$ cat config.mk
export PLATFORM = sky130hd
export DESIGN_NAME = rs485_rx
export DESIGN_NICKNAME = d
export VERILOG_FILES = /design/src/rtl/rs485_pkg.sv /design/src/rtl/rx_sync_edge.sv /design/src/rtl/rs485_rx.sv
export SDC_FILE = /design/constraint.sdc
export NUM_CORES = 1
export LEC_CHECK = 0
export BUFFER_PORTS_ARGS = -buffer_cell sky130_fd_sc_hd__buf_2
export CAP_MARGIN = 15
export CELL_PAD_IN_SITES_DETAIL_PLACEMENT = 0
export CELL_PAD_IN_SITES_GLOBAL_PLACEMENT = 1
export CORE_MARGIN = 3
export CORE_UTILIZATION = 45
export CTS_CLUSTER_SIZE = 30
export DETAILED_ROUTE_END_ITERATION = 6
export PLACE_DENSITY_LB_ADDON = 0.1
export REMOVE_ABC_BUFFERS = 1
export SLEW_MARGIN = 25
export SYNTH_ARGS = -nofsm -noshare
export SYNTH_HDL_FRONTEND = slang
export SYNTH_SLANG_ARGS = --single-unit
export TNS_END_PERCENT = 10
$ cat constraint.sdc
create_clock -name sys_clk -period 2.6 [get_ports sys_clk]
set_clock_uncertainty 0.15 [all_clocks]
set_input_delay 0.52 -clock sys_clk [delete_from_list [all_inputs] [get_ports sys_clk]]
set_output_delay 0.52 -clock sys_clk [all_outputs]
set_load 0.02 [all_outputs]
$ cat src/rtl/rs485_pkg.sv
// Shared types and constants for the RS485 receive front end.
// Command byte values are consumed by the LED control path downstream.
package rs485_pkg;

  typedef enum logic [1:0] {
    ST_IDLE  = 2'd0,
    ST_START = 2'd1,
    ST_DATA  = 2'd2,
    ST_STOP  = 2'd3
  } rx_state_e;

  localparam int DATA_BITS = 8;

  localparam logic [7:0] CMD_WATER  = 8'h01;
  localparam logic [7:0] CMD_BREATH = 8'h02;

endpackage

$ cat src/rtl/rx_sync_edge.sv
// Two-flop synchronizer plus one delay stage on the raw RO pin.
// Produces the synchronized level and a falling-edge pulse; all stages reset high.
module rx_sync_edge (
  input  logic sys_clk,
  input  logic sys_rst,
  input  logic rx,
  output logic rx_sync,
  output logic rx_fall
);

  logic rx_s1_q, rx_s2_q, rx_s3_q;

  always_ff @(posedge sys_clk) begin
    if (sys_rst) begin
      rx_s1_q <= 1'b1;
      rx_s2_q <= 1'b1;
      rx_s3_q <= 1'b1;
    end else begin
      rx_s1_q <= rx;
      rx_s2_q <= rx_s1_q;
      rx_s3_q <= rx_s2_q;
    end
  end

  assign rx_sync = rx_s2_q;
  assign rx_fall = rx_s3_q & ~rx_s2_q;

endmodule

$ cat src/rtl/rs485_rx.sv
// 8N1 UART receiver for the RS485 RO pin: byte output with a one-cycle strobe,
// framing-error strobe, and start-bit glitch rejection.
module rs485_rx
  import rs485_pkg::*;
#(
  parameter int CLK_FREQ = 50_000_000,
  parameter int UART_BPS = 9600
) (
  input  logic                 sys_clk,
  input  logic                 sys_rst,
  input  logic                 rx,
  output logic [DATA_BITS-1:0] po_data,
  output logic                 po_flag,
  output logic                 frame_err,
  output logic                 busy
);

  localparam int BAUD_CNT_MAX = CLK_FREQ / UART_BPS;
  localparam int CW           = $clog2(BAUD_CNT_MAX);

  localparam logic [CW-1:0] BAUD_LAST = CW'(BAUD_CNT_MAX - 1);
  localparam logic [CW-1:0] BAUD_HALF = CW'(BAUD_CNT_MAX / 2 - 1);
  localparam logic [2:0]    BIT_LAST  = 3'(DATA_BITS - 1);

  logic rx_sync, rx_fall;

  rx_sync_edge u_sync (
    .sys_clk (sys_clk),
    .sys_rst (sys_rst),
    .rx      (rx),
    .rx_sync (rx_sync),
    .rx_fall (rx_fall)
  );

  rx_state_e            state_q;
  logic [CW-1:0]        baud_cnt_q;
  logic [2:0]           bit_cnt_q;
  logic [DATA_BITS-1:0] shift_q;
  logic [DATA_BITS-1:0] po_data_q;
  logic                 po_flag_q, frame_err_q, busy_q;

  always_ff @(posedge sys_clk) begin
    if (sys_rst) begin
      state_q     <= ST_IDLE;
      baud_cnt_q  <= '0;
      bit_cnt_q   <= '0;
      shift_q     <= '0;
      po_data_q   <= '0;
      po_flag_q   <= 1'b0;
      frame_err_q <= 1'b0;
      busy_q      <= 1'b0;
    end else begin
      po_flag_q   <= 1'b0;
      frame_err_q <= 1'b0;
      case (state_q)
        ST_IDLE: begin
          baud_cnt_q <= '0;
          bit_cnt_q  <= '0;
          if (rx_fall) begin
            state_q <= ST_START;
            busy_q  <= 1'b1;
          end
        end
        ST_START: begin
          if (baud_cnt_q == BAUD_HALF) begin
            baud_cnt_q <= '0;
            if (!rx_sync) begin
              state_q <= ST_DATA;
            end else begin
              state_q <= ST_IDLE;
              busy_q  <= 1'b0;
            end
          end else begin
            baud_cnt_q <= baud_cnt_q + 1'b1;
          end
        end
        ST_DATA: begin
          if (baud_cnt_q == BAUD_LAST) begin
            baud_cnt_q <= '0;
            // Right shift: first (LSB) bit on the line ends up in bit 0.
            shift_q    <= {rx_sync, shift_q[DATA_BITS-1:1]};
            if (bit_cnt_q == BIT_LAST) begin
              bit_cnt_q <= '0;
              state_q   <= ST_STOP;
            end else begin
              bit_cnt_q <= bit_cnt_q + 1'b1;
            end
          end else begin
            baud_cnt_q <= baud_cnt_q + 1'b1;
          end
        end
        ST_STOP: begin
          // Leave at mid-stop-bit so a back-to-back start edge is not missed.
          if (baud_cnt_q == BAUD_LAST) begin
            baud_cnt_q <= '0;
            state_q    <= ST_IDLE;
            busy_q     <= 1'b0;
            if (rx_sync) begin
              po_data_q <= shift_q;
              po_flag_q <= 1'b1;
            end else begin
              frame_err_q <= 1'b1;
            end
          end else begin
            baud_cnt_q <= baud_cnt_q + 1'b1;
          end
        end
        default: begin
          state_q <= ST_IDLE;
          busy_q  <= 1'b0;
        end
      endcase
    end
  end

  assign po_data   = po_data_q;
  assign po_flag   = po_flag_q;
  assign frame_err = frame_err_q;
  assign busy      = busy_q;

endmodule

After elaboration in Yosys (flattened, before gate mapping)
Cells that the tools add are included.
Widths: inputs -> output; s select.
- flip-flop bits (word level): 40
- bits of input ports: 3
- output and inout port bits: 11
- logic and storage cells: 59
- add/sub/neg operators: 2
- equality and inequality tests: 12
- muxes and demuxes: 20
- bitwise operators: 4
- reduce and logical (&&, ||, !) cells: 10
- operators by type and width (operator ; count):
    $pmux 13 s3 ; 1
    $mux 13 ; 2
    $add 13x1->13 const B ; 1
    $eq 13x12->1 const B ; 1
    $eq 13x13->1 const B ; 1
    $mux 2 ; 6
    $ne 2x2->1 const B ; 5
    $reduce_and 5->1 ; 2
    $pmux 2 s4 ; 1
    $mux 1 ; 6
    $mux 3 ; 2
    $pmux 3 s2 ; 1
    $eq 2x2->1 const B ; 2
    $reduce_and 2->1 ; 2
    $add 3x1->3 const B ; 1
    $eq 3x3->1 const B ; 1
    $not 1->1 ; 3
    $pmux 1 s3 ; 1
    $reduce_and 3->1 ; 1
    $reduce_bool 3->1 ; 1
    $reduce_or 3->1 ; 1
    $eq 2x1->1 const B ; 1
    $logic_not 2->1 ; 1
    $ne 2x1->1 const B ; 1
    other kinds (3) ; 3

Logic depth before layout (Yosys ltp)
Gate-level depths: netlist (run 1).
- depth after elaboration: 4
- mapped depth: 6
- mapped depth without buffers: 5

Modules after synthesis
A second synthesis (run 1) with hierarchy kept.
- cells, all modules: 180
- area, all modules: 1756.7 um^2
- by module, submodules not included (module ; instances ; cells each ; area an instance (um^2)):
    rs485_rx ; 1 ; 173 ; 1671.6
    rx_sync_edge ; 1 ; 7 ; 85.1

Worst setup path after synthesis (run 1)
No wires, ideal clock.
- path kind: reg-to-reg
- from: register baud_cnt_q[0]
- to: register state_q[0]
- library setup time: 0.136 ns
- arrival: 1.709 ns
- required time: 2.314 ns
- slack: 0.605 ns
- stages on the path, launching flop included: 7
- path buffers: 1
- cell sequence: dfxtp_1 ha_1 nor4bb_1 and4_1 buf_2 mux2i_1 o221ai_1
- cells in the longest elaborated chain, start to end: 3
- elaborated cells between the ends (all ways): 6
- ends and longest elaborated chain (what ; RTL line ; source):
    from (decl) ; rs485_rx.sv:36 ; logic [CW-1:0] baud_cnt_q;
    from (signal assigned) ; rs485_rx.sv:74 ; baud_cnt_q <= baud_cnt_q + 1'b1;
    from (signal assigned) ; rs485_rx.sv:89 ; baud_cnt_q <= baud_cnt_q + 1'b1;
    from (signal assigned) ; rs485_rx.sv:105 ; baud_cnt_q <= baud_cnt_q + 1'b1;
    $eq 13x13->1 / $eq 13x12->1 (equally long branches) ; rs485_rx.sv:78, rs485_rx.sv:94, rs485_rx.sv:65 ;
    $ne 2x2->1 (no line) ; -- ;
    $reduce_and 5->1 (no line) (*) ; -- ;
    to (signal assigned) ; rs485_rx.sv:84 ; state_q <= ST_STOP;
    to (signal assigned) ; rs485_rx.sv:96 ; state_q <= ST_IDLE;
    to (signal assigned) ; rs485_rx.sv:109 ; state_q <= ST_IDLE;
    to (decl) ; rs485_rx.sv:35 ; rx_state_e state_q;
Every way passes the cells marked *; elsewhere a longest branch is shown, timed or not.
A chain may end at the register's enable or synchronous reset.

Worst setup path in the final report (run 1)
- from: register baud_cnt_q[0]
- to: register bit_cnt_q[0]
- cells in the longest elaborated chain, start to end: 3
- ends and longest elaborated chain (what ; RTL line ; source):
    $eq 13x13->1 ; rs485_rx.sv:78 ; if (baud_cnt_q == BAUD_LAST) begin
    $ne 2x2->1 (no line) ; -- ;
    $reduce_and 2->1 (no line) ; -- ;
    to (signal assigned) ; rs485_rx.sv:86 ; bit_cnt_q <= bit_cnt_q + 1'b1;
    to (decl) ; rs485_rx.sv:37 ; logic [2:0] bit_cnt_q;
No other way between the ends.

==> results.md, run 1 <==
- Post-cts sizing count: 0
- Hold Crit Class: in -> reg
- Post-synthesis mux area share: 6.02%
- CTS tree: yes
- Post-synthesis register bit count: 40
- First-pass GRT wire length: 5.55 mm
- Die Width: 67.2 um
- Gpl congestion: 0.838
- H-tree depth: 2
- Pwr Density: 574 mW/mm2
- Syn-to-layout area delta: 11.6%
- Gr usage total: 16.5%
- Leak: 0.710 nW
- Row Count: 21
- Worst-skew pair later-pin latency: 0.29 ns
- Slew at the pin closest to its max-slew limit: 0.387 ns
- Fraction of layout cells with a size suffix above 1: 16.1%
- Maximum vdd drop: 0.415 mV
- Port Buffers: 13
- Multi-input gate area: 825 um2
- Core ar.: 0.00347 mm2
- Ys Warns: 0
- Final Util: 54.1%
- WP data required: 2.64 ns
- Relative slew slack: 74.2%
- Max_cap viols: 0
- Diodes inserted: 0
- Mapped Area: 0.00168 mm2
- Avg Inst Size Synth: 9.45 um2
- Synth Area in Simple Gates: 25.7%
- Cell variety after synth: 37
- Synth Area in Compound Gates: 9.37%
- Inserted Clock Buffers: 5
- Hold Buf Count CTS: 0
- Routed len/inst: 13.1 um
- Fin. Hold Viols: 0
- Ys flop type: dfxtp_1
- Flip-flop and latch area: 801 um2
- Final Max Slew Viols: 0
- Final nets: 198
- Post-synth EDFFs: 0
- Largest net degree at the start of global routing: 27
- Crit share post-route: 85.0%
- Unrepaired setup endpoints after global routing: false
- Vias: 1260
- Initial antenna violation count: 0
- Most used standard cell by instance count after synthesis: dfxtp_1
- CP arrival: 2.25 ns
- FILL cells: 339
- Gate Count Post-Synth: 178
- Clk buf depth: 2
- Root buffer cell: clkbuf_8
- Total Die Area: 0.00451 mm2
- Synth top area cells: dfxtp_1 48%, mux2i_1 5.4%, xnor2_1 4.7%
- Largest family of logic cells by synthesized area: simple AND/OR/NAND/NOR gates
- Xor/xnor share of the synthesized area: 5.72%
- Final ANT Viol Nets: 0
- Fmax: 453 MHz
- Remaining DRCs: 0
- Synth area leader: dfxtp_1
- Critical Path Sink Type: flop
- Die Ht: 67.2 um
- Clock-pin slew on the worst setup and hold paths: 0.07 ns
- Synth top area share: 47.6%
- Detailed Route WL: 3.11 mm
- Final setup fails: 0
- Postcts setup bufs: 0
- GRT overflow: 0
- Hpwl dp: 2.18 mm
- Crit path max fanout: 6
- Flop2flop setup slack: 0.39 ns
- Worst Setup Path Type: reg -> reg
- Sequential share of the synthesized area: 47.6%
- I/O pins: 14
- Overall power: 1.08 mW
- Via/cell ratio: 5.29
- Adder-cell share of the synthesized area: 2.23%
- Clock sinks: 40
- Setup TNS: 0 ns
- First-pass detailed-route iteration total: 4
- Number of global-route vias before repair: 1200
- Ys async rst share: 0%
- Status: finished clean
- Minimum clock period: 2.21 ns
- Starting Density: 48.5%
- Startpoint class of the critical path: flop
- Number of DRC markers in iteration 0: 75
- Synth top cells by count: 40 x dfxtp_1, 18 x nor2_1, 15 x nand3_1
[flip-flops by register name (all words and copies together) (netlist names), named ones only]
signal / flops
baud_cnt_q: 13
po_data: 8
shift_q: 8
bit_cnt_q: 3
busy: 1
frame_err: 1
po_flag: 1
state_q: 1
u_sync.rx_s1_q: 1
u_sync.rx_s3_q: 1
u_sync.rx_sync: 1
[placed cells by master, fill, tap and decap left out, types with 3 or more instances in the layout]
cell      count
xnor2_1       9
buf_2        13
clkbuf_8      7
nand3_1      15
inv_1         3
nor4_1        3
nor3_1        4
ha_1          3
o21ai_0       9
buf_4         3
or2_2         3
nand4_1       3
a21oi_1       8
dfxtp_1      40
nand2b_1     11
nor2_1       18
nand2_1       5
mux2i_1       9
[layer usage]
layer | track usage (%) | up-vias | part of all wire (%)
met3 | 5.99 | 5 | 4.1
met1 | 21.9 | 584 | 51
li1 | - | 654 | -
met5 | 0 | - | 0
met2 | 23.9 | 17 | 42
met4 | 7.59 | 0 | 2.0
[worst max-delay path, stage by stage, from the launching register on]
cell	delay, ns
dfxtp_1	0.40
ha_1	0.26
nor4bb_1	0.37
and4_1	0.43
o21ai_0	0.21
mux2_2	0.29
[worst paths after layout]
path                   from        endpoint  depth (start not counted)
min reg2reg  u_sync.rx_s1_q  u_sync.rx_sync                          1
min                      rx  u_sync.rx_s1_q                          2
max reg2reg   baud_cnt_q[0]    bit_cnt_q[0]                          5
max           baud_cnt_q[0]    bit_cnt_q[0]                          5
[report_power, final]
group / leakage [nW] / total (mW) / switching, mW / internal (mW)
sequential: 0.323 / 0.622 / 0.00506 / 0.617
combinational: 0.337 / 0.0213 / 0.0119 / 0.00933
clock: 0.0503 / 0.435 / 0.199 / 0.236
total: 0.710 / 1.08 / 0.216 / 0.862
[layout make-up]
type | count | area share (%)
Multi-Input combinational cell | 126 | 43.9
Clock buffer | 7 | 5.13
Tap cell | 46 | 3.06
Inverter | 3 | 0.600
Timing Repair Buffer | 16 | 4.66
Sequential cell | 40 | 42.6
[through the flow]
step           setup WS [ns]  hold WS, ns  cell area (um2)  cells
2_1_floorplan          0.359        0.239             1640    169
3_3_place_gp           0.449        0.248             1780    231
3_5_place_dp           0.405        0.247             1780    231
4_1_cts                0.385        0.252             1880    238
5_1_grt                0.241        0.254             1880    238
6_report               0.390        0.263             1880    238
[kinds of logic (layout without fill, tap and decap cells)]
| kind of cell | after synthesis | after routing |
|---|---|---|
| AO/OA/AOI/OAI | 24 | 24 |
| multiplexers | 10 | 10 |
| adder cells (fa/ha/maj) | 3 | 3 |
| XOR/XNOR | 11 | 11 |
| AND/OR/NAND/NOR | 78 | 78 |
| buffers and inverters | 12 | 26 |
| flip-flops | 40 | 40 |
(Power assumes the default switching activity.)
==> run 2, diff against run 1 <==
Settings changed: ABC_AREA set to 1, CORE_UTILIZATION 45 to 39.
Clock period 2.6 ns to 1.8 ns, I/O delays scaled along.
==> results.md, run 2 <==
- Dpl cell area: 0.00190 mm2 (was 0.00178 mm2)
- Status: finished clean (unchanged)
- R2R Path Start: baud_cnt_q[0] (unchanged)
- Remaining DRCs: 0 (unchanged)
- Core ar.: 0.00414 mm2 (was 0.00347 mm2)
- Ys flop type: dfxtp_1 (unchanged)
- CTS tree: yes (unchanged)
- Placed insts: 281 (was 231)
- Multi-input gate area: 813 um2 (was 825 um2)
- Gr usage total: 14.3% (was 16.5%)
- Startpoint class of the critical path: flop (unchanged)
- Place WS: 0.00841 ns (was 0.405 ns)
- Total Die Area: 0.00531 mm2 (was 0.00451 mm2)
- Die Ht: 72.9 um (was 67.2 um)
- Initial antenna violation count: 0 (unchanged)
- Mapped Area: 0.00174 mm2 (was 0.00168 mm2)
- Synth top area share: 45.9% (was 47.6%)
- Crit Reg-Reg Endpoint: baud_cnt_q[2] (was bit_cnt_q[0])
- Die Width: 72.9 um (was 67.2 um)
- Commonest cells after routing, fill and taps aside: 39 x dfxtp_1, 28 x nor2_1, 27 x nand2_1 (was 40 x dfxtp_1, 18 x nor2_1, 15 x nand3_1)
- Worst Hold Depth: 2 (unchanged)
- Worst-skew pair later-pin latency: 0.29 ns (about the same)
- Synth area leader: dfxtp_1 (unchanged)
- HP Start: rx (unchanged)
- Flop2flop setup slack: 0.12 ns (was 0.39 ns)
- Non-filler cells, final: 290 (was 238)
- CP arrival: 1.73 ns (was 2.25 ns)
- Hold Crit Class: in -> reg (unchanged)
- Gate Count Post-Synth: 216 (was 178)
- Ys async rst share: 0% (unchanged)
- H-tree depth: 2 (unchanged)
- Pwr Density: 884 mW/mm2 (was 574 mW/mm2)
- Hpwl dp: 2.67 mm (was 2.18 mm)
- R2R cell count: 10 (was 5)
- Syn-to-layout area delta: 17.2% (was 11.6%)
- Maximum vdd drop: 0.571 mV (was 0.415 mV)
- Max incr delay on CP: 0.33 ns (was 0.43 ns)
- First-pass GRT wire length: 5.84 mm (was 5.55 mm)
- WHS Endpoint: u_sync.rx_s1_q (unchanged)
- Number of DRC markers in iteration 0: 73 (was 75)
- Minimum clock period: 1.68 ns (was 2.21 ns)
- CP top delay family: simple AND/OR/NAND/NOR gates (unchanged)
- Critical Path Sink Type: flop (unchanged)
- Fin. Hold Viols: 0 (unchanged)
- Post-synthesis register bit count: 40 (unchanged)
- Max_cap viols: 0 (unchanged)
- I/O pins: 14 (unchanged)
- FILL cells: 412 (was 339)
- Setup WS post-layout: 0.124 ns (was 0.390 ns)
- Clk buf depth: 2 (unchanged)
- Final ANT Viol Nets: 0 (unchanged)
- Worst path bufs/invs: 2 (was 0)
- Most used standard cell by instance count after synthesis: dfxtp_1 (unchanged)
- Final nets: 245 (was 198)
- Sequential share of the synthesized area: 45.9% (was 47.6%)
- Design area: 0.00204 mm2 (was 0.00188 mm2)
- Largest net degree at the start of global routing: 16 (was 27)
- GRT overflow: 0 (unchanged)
- Number of global-route vias before repair: 1318 (was 1200)
- Final setup fails: 0 (unchanged)
- Detailed Route WL: 3.52 mm (was 3.11 mm)
- Crit path max fanout: 7 (was 6)
- Synth top area cells: dfxtp_1 46%, nor2_1 6.2%, nand2_1 6.0% (was dfxtp_1 48%, mux2i_1 5.4%, xnor2_1 4.7%)
- Hold Buf Count CTS: 0 (unchanged)
- Overall power: 1.81 mW (was 1.08 mW)
- Leak: 0.797 nW (was 0.710 nW)
- Clock-pin slew on the worst setup and hold paths: 0.08 ns (was 0.07 ns)
- Largest Register: baud_cnt_q (unchanged)
- Via/cell ratio: 4.83 (was 5.29)
- Starting Density: 42.1% (was 48.5%)
- Gpl congestion: 0.814 (was 0.838)
- Flip-flop and latch area: 802 um2 (was 801 um2)
- Crit share post-route: 93.1% (was 85.0%)
- CP max stage cell: dfxtp_2 (was and4_1)
- Inserted Clock Buffers: 5 (unchanged)
- Ys Warns: 0 (unchanged)
- Fraction of layout cells with a size suffix above 1: 21.3% (was 16.1%)
- Row Count: 23 (was 21)
- Relative slew slack: 79.3% (was 74.2%)
- Max reg flops: 13 (unchanged)
- Routed len/inst: 12.1 um (was 13.1 um)
- Avg Inst Size Synth: 8.07 um2 (was 9.45 um2)
- Commonest non-fill, non-tap cell in the layout: dfxtp_1 (unchanged)
- WP data required: 1.85 ns (was 2.64 ns)
- Worst Setup Path Type: reg -> reg (unchanged)
- Final Max Slew Viols: 0 (unchanged)
- Fmax: 596 MHz (was 453 MHz)
- Clock sinks: 40 (unchanged)
- Diodes inserted: 0 (unchanged)
- Post-synth EDFFs: 0 (unchanged)
- First-pass detailed-route iteration total: 4 (unchanged)
- Synth top cells by count: 40 x dfxtp_1, 29 x nor2_1, 28 x nand2_1 (was 40 x dfxtp_1, 18 x nor2_1, 15 x nand3_1)
- CP most frequent cell: nand2_1
- Root buffer cell: clkbuf_8 (unchanged)
- Cell variety after synth: 32 (was 37)
- Slew at the pin closest to its max-slew limit: 0.308 ns (was 0.387 ns)
- Port Buffers: 13 (unchanged)
- CP Cell Sequence: ha_2 > buf_4 > nand2_1 > nor2_1 > nand3_1 > nand2_1 > nand2_1 > nand2_2 > buf_6 > nor3b_1 (was ha_1 > nor4bb_1 > and4_1 > o21ai_0 > mux2_2)
- Vias: 1402 (was 1260)
[run 2: cell types whose count changed after synthesis, sizes merged, moves of 6 or more]
| cell | delta |
|---|---|
| inv | +23 |
| nor2 | +16 |
| xnor2 | -9 |
| nand2b | -11 |
| nand2 | +26 |
| mux2i | -9 |
| nor3 | +6 |
| a21oi | +9 |
| o21a | +6 |
[run 2: per-stage QoR]
stage | hold slack [ns] | utilization, % | setup TNS (ns)
after global routing | 0.0905 | 49.3 | -0.0361
after CTS | 0.0943 | 48.8 | 0
after floorplan | 0.239 | - | 0
after global placement | 0.246 | 45.9 | 0
after detailed placement | 0.247 | 45.9 | 0
final | 0.0979 | 49.3 | 0
[run 2: how the worst max path moves through the flow]
stage,startpoint,end,slack [ns],cells past startpoint
after global placement,baud_cnt_q[0],baud_cnt_q[2],0.08,9
final,baud_cnt_q[0],baud_cnt_q[2],0.12,10
after CTS,baud_cnt_q[0],baud_cnt_q[2],0.0005,10
after floorplan,baud_cnt_q[0],po_data[1],0.10,7
after detailed placement,baud_cnt_q[0],baud_cnt_q[2],0.008,10
after global routing,baud_cnt_q[0],baud_cnt_q[12],-0.03,8
[run 2: layout make-up]
| type | instances | area share [%] |
|---|---|---|
| clock buffers | 6 | 4.04 |
| inverters | 27 | 5.08 |
| repair buffers | 21 | 6.92 |
| multi-input cells | 144 | 39.8 |
| well taps | 50 | 3.06 |
| flip-flops and latches | 40 | 39.2 |
| clock inverters | 2 | 1.90 |
[run 2: logic make-up after synthesis]
| logic type | synth area share, % |
|---|---|
| compound gates | 12.8 |
| fa+ha+maj | 2.15 |
| simple gates | 27.8 |
| buf+inv | 7.89 |
| xor+xnor | 3.52 |
| flops | 45.9 |
[run 2: repair_timing]
action                     CTS  global route
setup buffers                0             1
setup endpoints to repair    0            12
resized for setup            0             6
[run 2: worst reg2reg max path: cells and delay by family (launching register included)]
kind,cells,cell delay (ns)
flip-flops,1,0.33
buffers and inverters,2,0.30
adder cells (fa/ha/maj),1,0.19
AND/OR/NAND/NOR,7,0.64
[run 2: per-layer routing]
layer,vias to the layer above,GRT usage (%),share of wire [%]
li1,754,-,-
met5,-,0,0
met4,0,4.92,1.5
met1,626,19.3,52
met3,6,4.13,2.8
met2,16,21.7,43
[run 2: report_power, final]
| group | internal (mW) | switching, mW | leakage (nW) |
|---|---|---|---|
| clock network | 0.453 | 0.316 | 0.0614 |
| logic | 0.0437 | 0.0811 | 0.412 |
| registers | 0.900 | 0.0126 | 0.324 |
==> run 3, diff against run 2 <==
Settings changed: CORE_UTILIZATION 39 to 43, TNS_END_PERCENT 10 to 1.
Clock period 1.8 ns to 1.75 ns, I/O delays scaled along.
==> results.md, run 3 (same netlist as run 2, synthesis figures left out) <==
- Core ar.: 0.00377 mm2 (was 0.00414 mm2)
- Leak: 0.821 nW (was 0.797 nW)
- Gr usage total: 15.4% (was 14.3%)
- I/O pins: 14 (unchanged)
- Design area: 0.00209 mm2 (was 0.00204 mm2)
- Max reg flops: 13 (unchanged)
- Number of DRC markers in iteration 0: 67 (was 73)
- Non-filler cells, final: 289 (was 290)
- Worst Setup Path Type: reg -> reg (unchanged)
- CP Cell Sequence: ha_4 > nand2_2 > nor2_4 > nand3_4 > nand2_1 > nand2_1 > nand2_1 > buf_4 > nor3b_1 (was ha_2 > buf_4 > nand2_1 > nor2_1 > nand3_1 > nand2_1 > nand2_1 > nand2_2 > buf_6 > nor3b_1)
- Fmax: 625 MHz (was 596 MHz)
- Maximum vdd drop: 0.483 mV (was 0.571 mV)
- Vias: 1413 (was 1402)
- Relative slew slack: 76.0% (was 79.3%)
- Clk buf depth: 2 (unchanged)
- Critical Path Sink Type: flop (unchanged)
- Commonest non-fill, non-tap cell in the layout: dfxtp_1 (unchanged)
- Placed insts: 281 (unchanged)
- Place WS: 0.00945 ns (was 0.00841 ns)
- Slew at the pin closest to its max-slew limit: 0.356 ns (was 0.308 ns)
- Starting Density: 46.3% (was 42.1%)
- Port Buffers: 13 (unchanged)
- Gpl congestion: 0.818 (was 0.814)
- Worst-skew pair later-pin latency: 0.29 ns (about the same)
- Minimum clock period: 1.60 ns (was 1.68 ns)
- Root buffer cell: clkbuf_8 (unchanged)
- Worst path bufs/invs: 1 (was 2)
- R2R cell count: 9 (was 10)
- Pwr Density: 899 mW/mm2 (was 884 mW/mm2)
- Diodes inserted: 0 (unchanged)
- First-pass detailed-route iteration total: 4 (unchanged)
- GRT overflow: 0 (unchanged)
- Fin. Hold Viols: 0 (unchanged)
- CP most frequent cell: nand2_1 (unchanged)
- Hold Crit Class: in -> reg (unchanged)
- CTS tree: yes (unchanged)
- Setup WS post-layout: 0.149 ns (was 0.124 ns)
- Max incr delay on CP: 0.34 ns (was 0.33 ns)
- CP arrival: 1.66 ns (was 1.73 ns)
- Total Die Area: 0.00486 mm2 (was 0.00531 mm2)
- Clock-pin slew on the worst setup and hold paths: 0.07 ns (was 0.08 ns)
- H-tree depth: 2 (unchanged)
- Commonest cells after routing, fill and taps aside: 38 x dfxtp_1, 28 x nand2_1, 28 x nor2_1 (was 39 x dfxtp_1, 28 x nor2_1, 27 x nand2_1)
- Clock sinks: 40 (unchanged)
- Unrepaired setup endpoints after global routing: true
- Crit path max fanout: 7 (unchanged)
- Row Count: 22 (was 23)
- Dpl cell area: 0.00191 mm2 (was 0.00190 mm2)
- Max_cap viols: 0 (unchanged)
- Overall power: 1.88 mW (was 1.81 mW)
- Initial antenna violation count: 0 (unchanged)
- Number of global-route vias before repair: 1371 (was 1318)
- First-pass GRT wire length: 6.11 mm (was 5.84 mm)
- Routed len/inst: 12.0 um (was 12.1 um)
- Hold Buf Count CTS: 0 (unchanged)
- R2R Path Start: baud_cnt_q[0] (unchanged)
- Hold Slack: 0.101 ns (was 0.0979 ns)
- Startpoint class of the critical path: flop (unchanged)
- CP Launch Point: baud_cnt_q[0] (unchanged)
- Postcts setup bufs: 0 (unchanged)
- Flop2flop setup slack: 0.15 ns (was 0.12 ns)
- Final Max Slew Viols: 0 (unchanged)
- CP top delay family: simple AND/OR/NAND/NOR gates (unchanged)
- Fraction of layout cells with a size suffix above 1: 23.7% (was 21.3%)
- Detailed Route WL: 3.46 mm (was 3.52 mm)
- Crit share post-route: 91.5% (was 93.1%)
- Syn-to-layout area delta: 19.9% (was 17.2%)
- Final setup fails: 0 (unchanged)
- Die Ht: 69.7 um (was 72.9 um)
- Remaining DRCs: 0 (unchanged)
- Die Width: 69.7 um (was 72.9 um)
- Crit Reg-Reg Endpoint: baud_cnt_q[5] (was baud_cnt_q[2])
- Largest Register: baud_cnt_q (unchanged)
- Inserted Clock Buffers: 5 (unchanged)
- Critical Path Stages: 9 (was 10)
- Status: finished clean (unchanged)
- Final ANT Viol Nets: 0 (unchanged)
- Critical Path Sink: baud_cnt_q[5] (was baud_cnt_q[2])
- CP max stage cell: dfxtp_2 (unchanged)
- WP data required: 1.81 ns (was 1.85 ns)
- Final nets: 246 (was 245)
- Via/cell ratio: 4.89 (was 4.83)
- Hpwl dp: 2.61 mm (was 2.67 mm)
- Largest net degree at the start of global routing: 15 (was 16)
[run 3: changes by cell type in the layout (fill, tap and decap cells not counted), sizes merged]
| cell | before | now |
|---|---|---|
| buf | 21 | 22 |
| clkbuf | 6 | 7 |
| clkinv | 2 | 1 |
[run 3: layout make-up]
| cell class | instances | area (um2) |
|---|---|---|
| clock inverters | 1 | 30.0 |
| clock buffers | 7 | 96.3 |
| multi-input cells | 144 | 852 |
| inverters | 27 | 104 |
| fillers | 364 | 1680 |
| well taps | 48 | 60.1 |
| repair buffers | 22 | 145 |
| flip-flops and latches | 40 | 803 |
[run 3: stage by stage]
step	setup TNS [ns]	utilization, %
finish	0	55.4
global route	-0.0586	55.4
CTS	0	54.1
detailed placement	0	50.7
global placement	0	50.7
floorplan	0	-
[run 3: how the worst min path moves through the flow]
stage                   start              to  slack [ns]  cells past startpoint
2_1_floorplan  u_sync.rx_s1_q  u_sync.rx_sync        0.24                      1
3_3_place_gp   u_sync.rx_s1_q  u_sync.rx_sync        0.24                      1
3_5_place_dp   u_sync.rx_s1_q  u_sync.rx_sync        0.24                      1
4_1_cts                    rx  u_sync.rx_s1_q         0.1                      2
5_1_grt                    rx  u_sync.rx_s1_q        0.09                      2
6_report                   rx  u_sync.rx_s1_q        0.10                      2
[run 3: report_power, final]
group          internal, mW  leakage, nW  switching (mW)
clock network         0.503       0.0645           0.308
registers             0.926        0.324          0.0135
logic                0.0473        0.432          0.0802
total                  1.48        0.821           0.402
[run 3: repair_timing]
item / CTS / global route
gates resized for setup: 1 / 11
pin swaps: 0 / 2
gates cloned: 0 / 0
setup endpoints to repair: 1 / 35
[run 3: per-layer routing]
layer	up-vias	wire length (um)	GRT usage, %
met4	0	37	5.11
met1	628	1760	21.8
li1	760	-	-
met5	-	0	0
met2	20	1540	23.0
met3	5	123	3.62
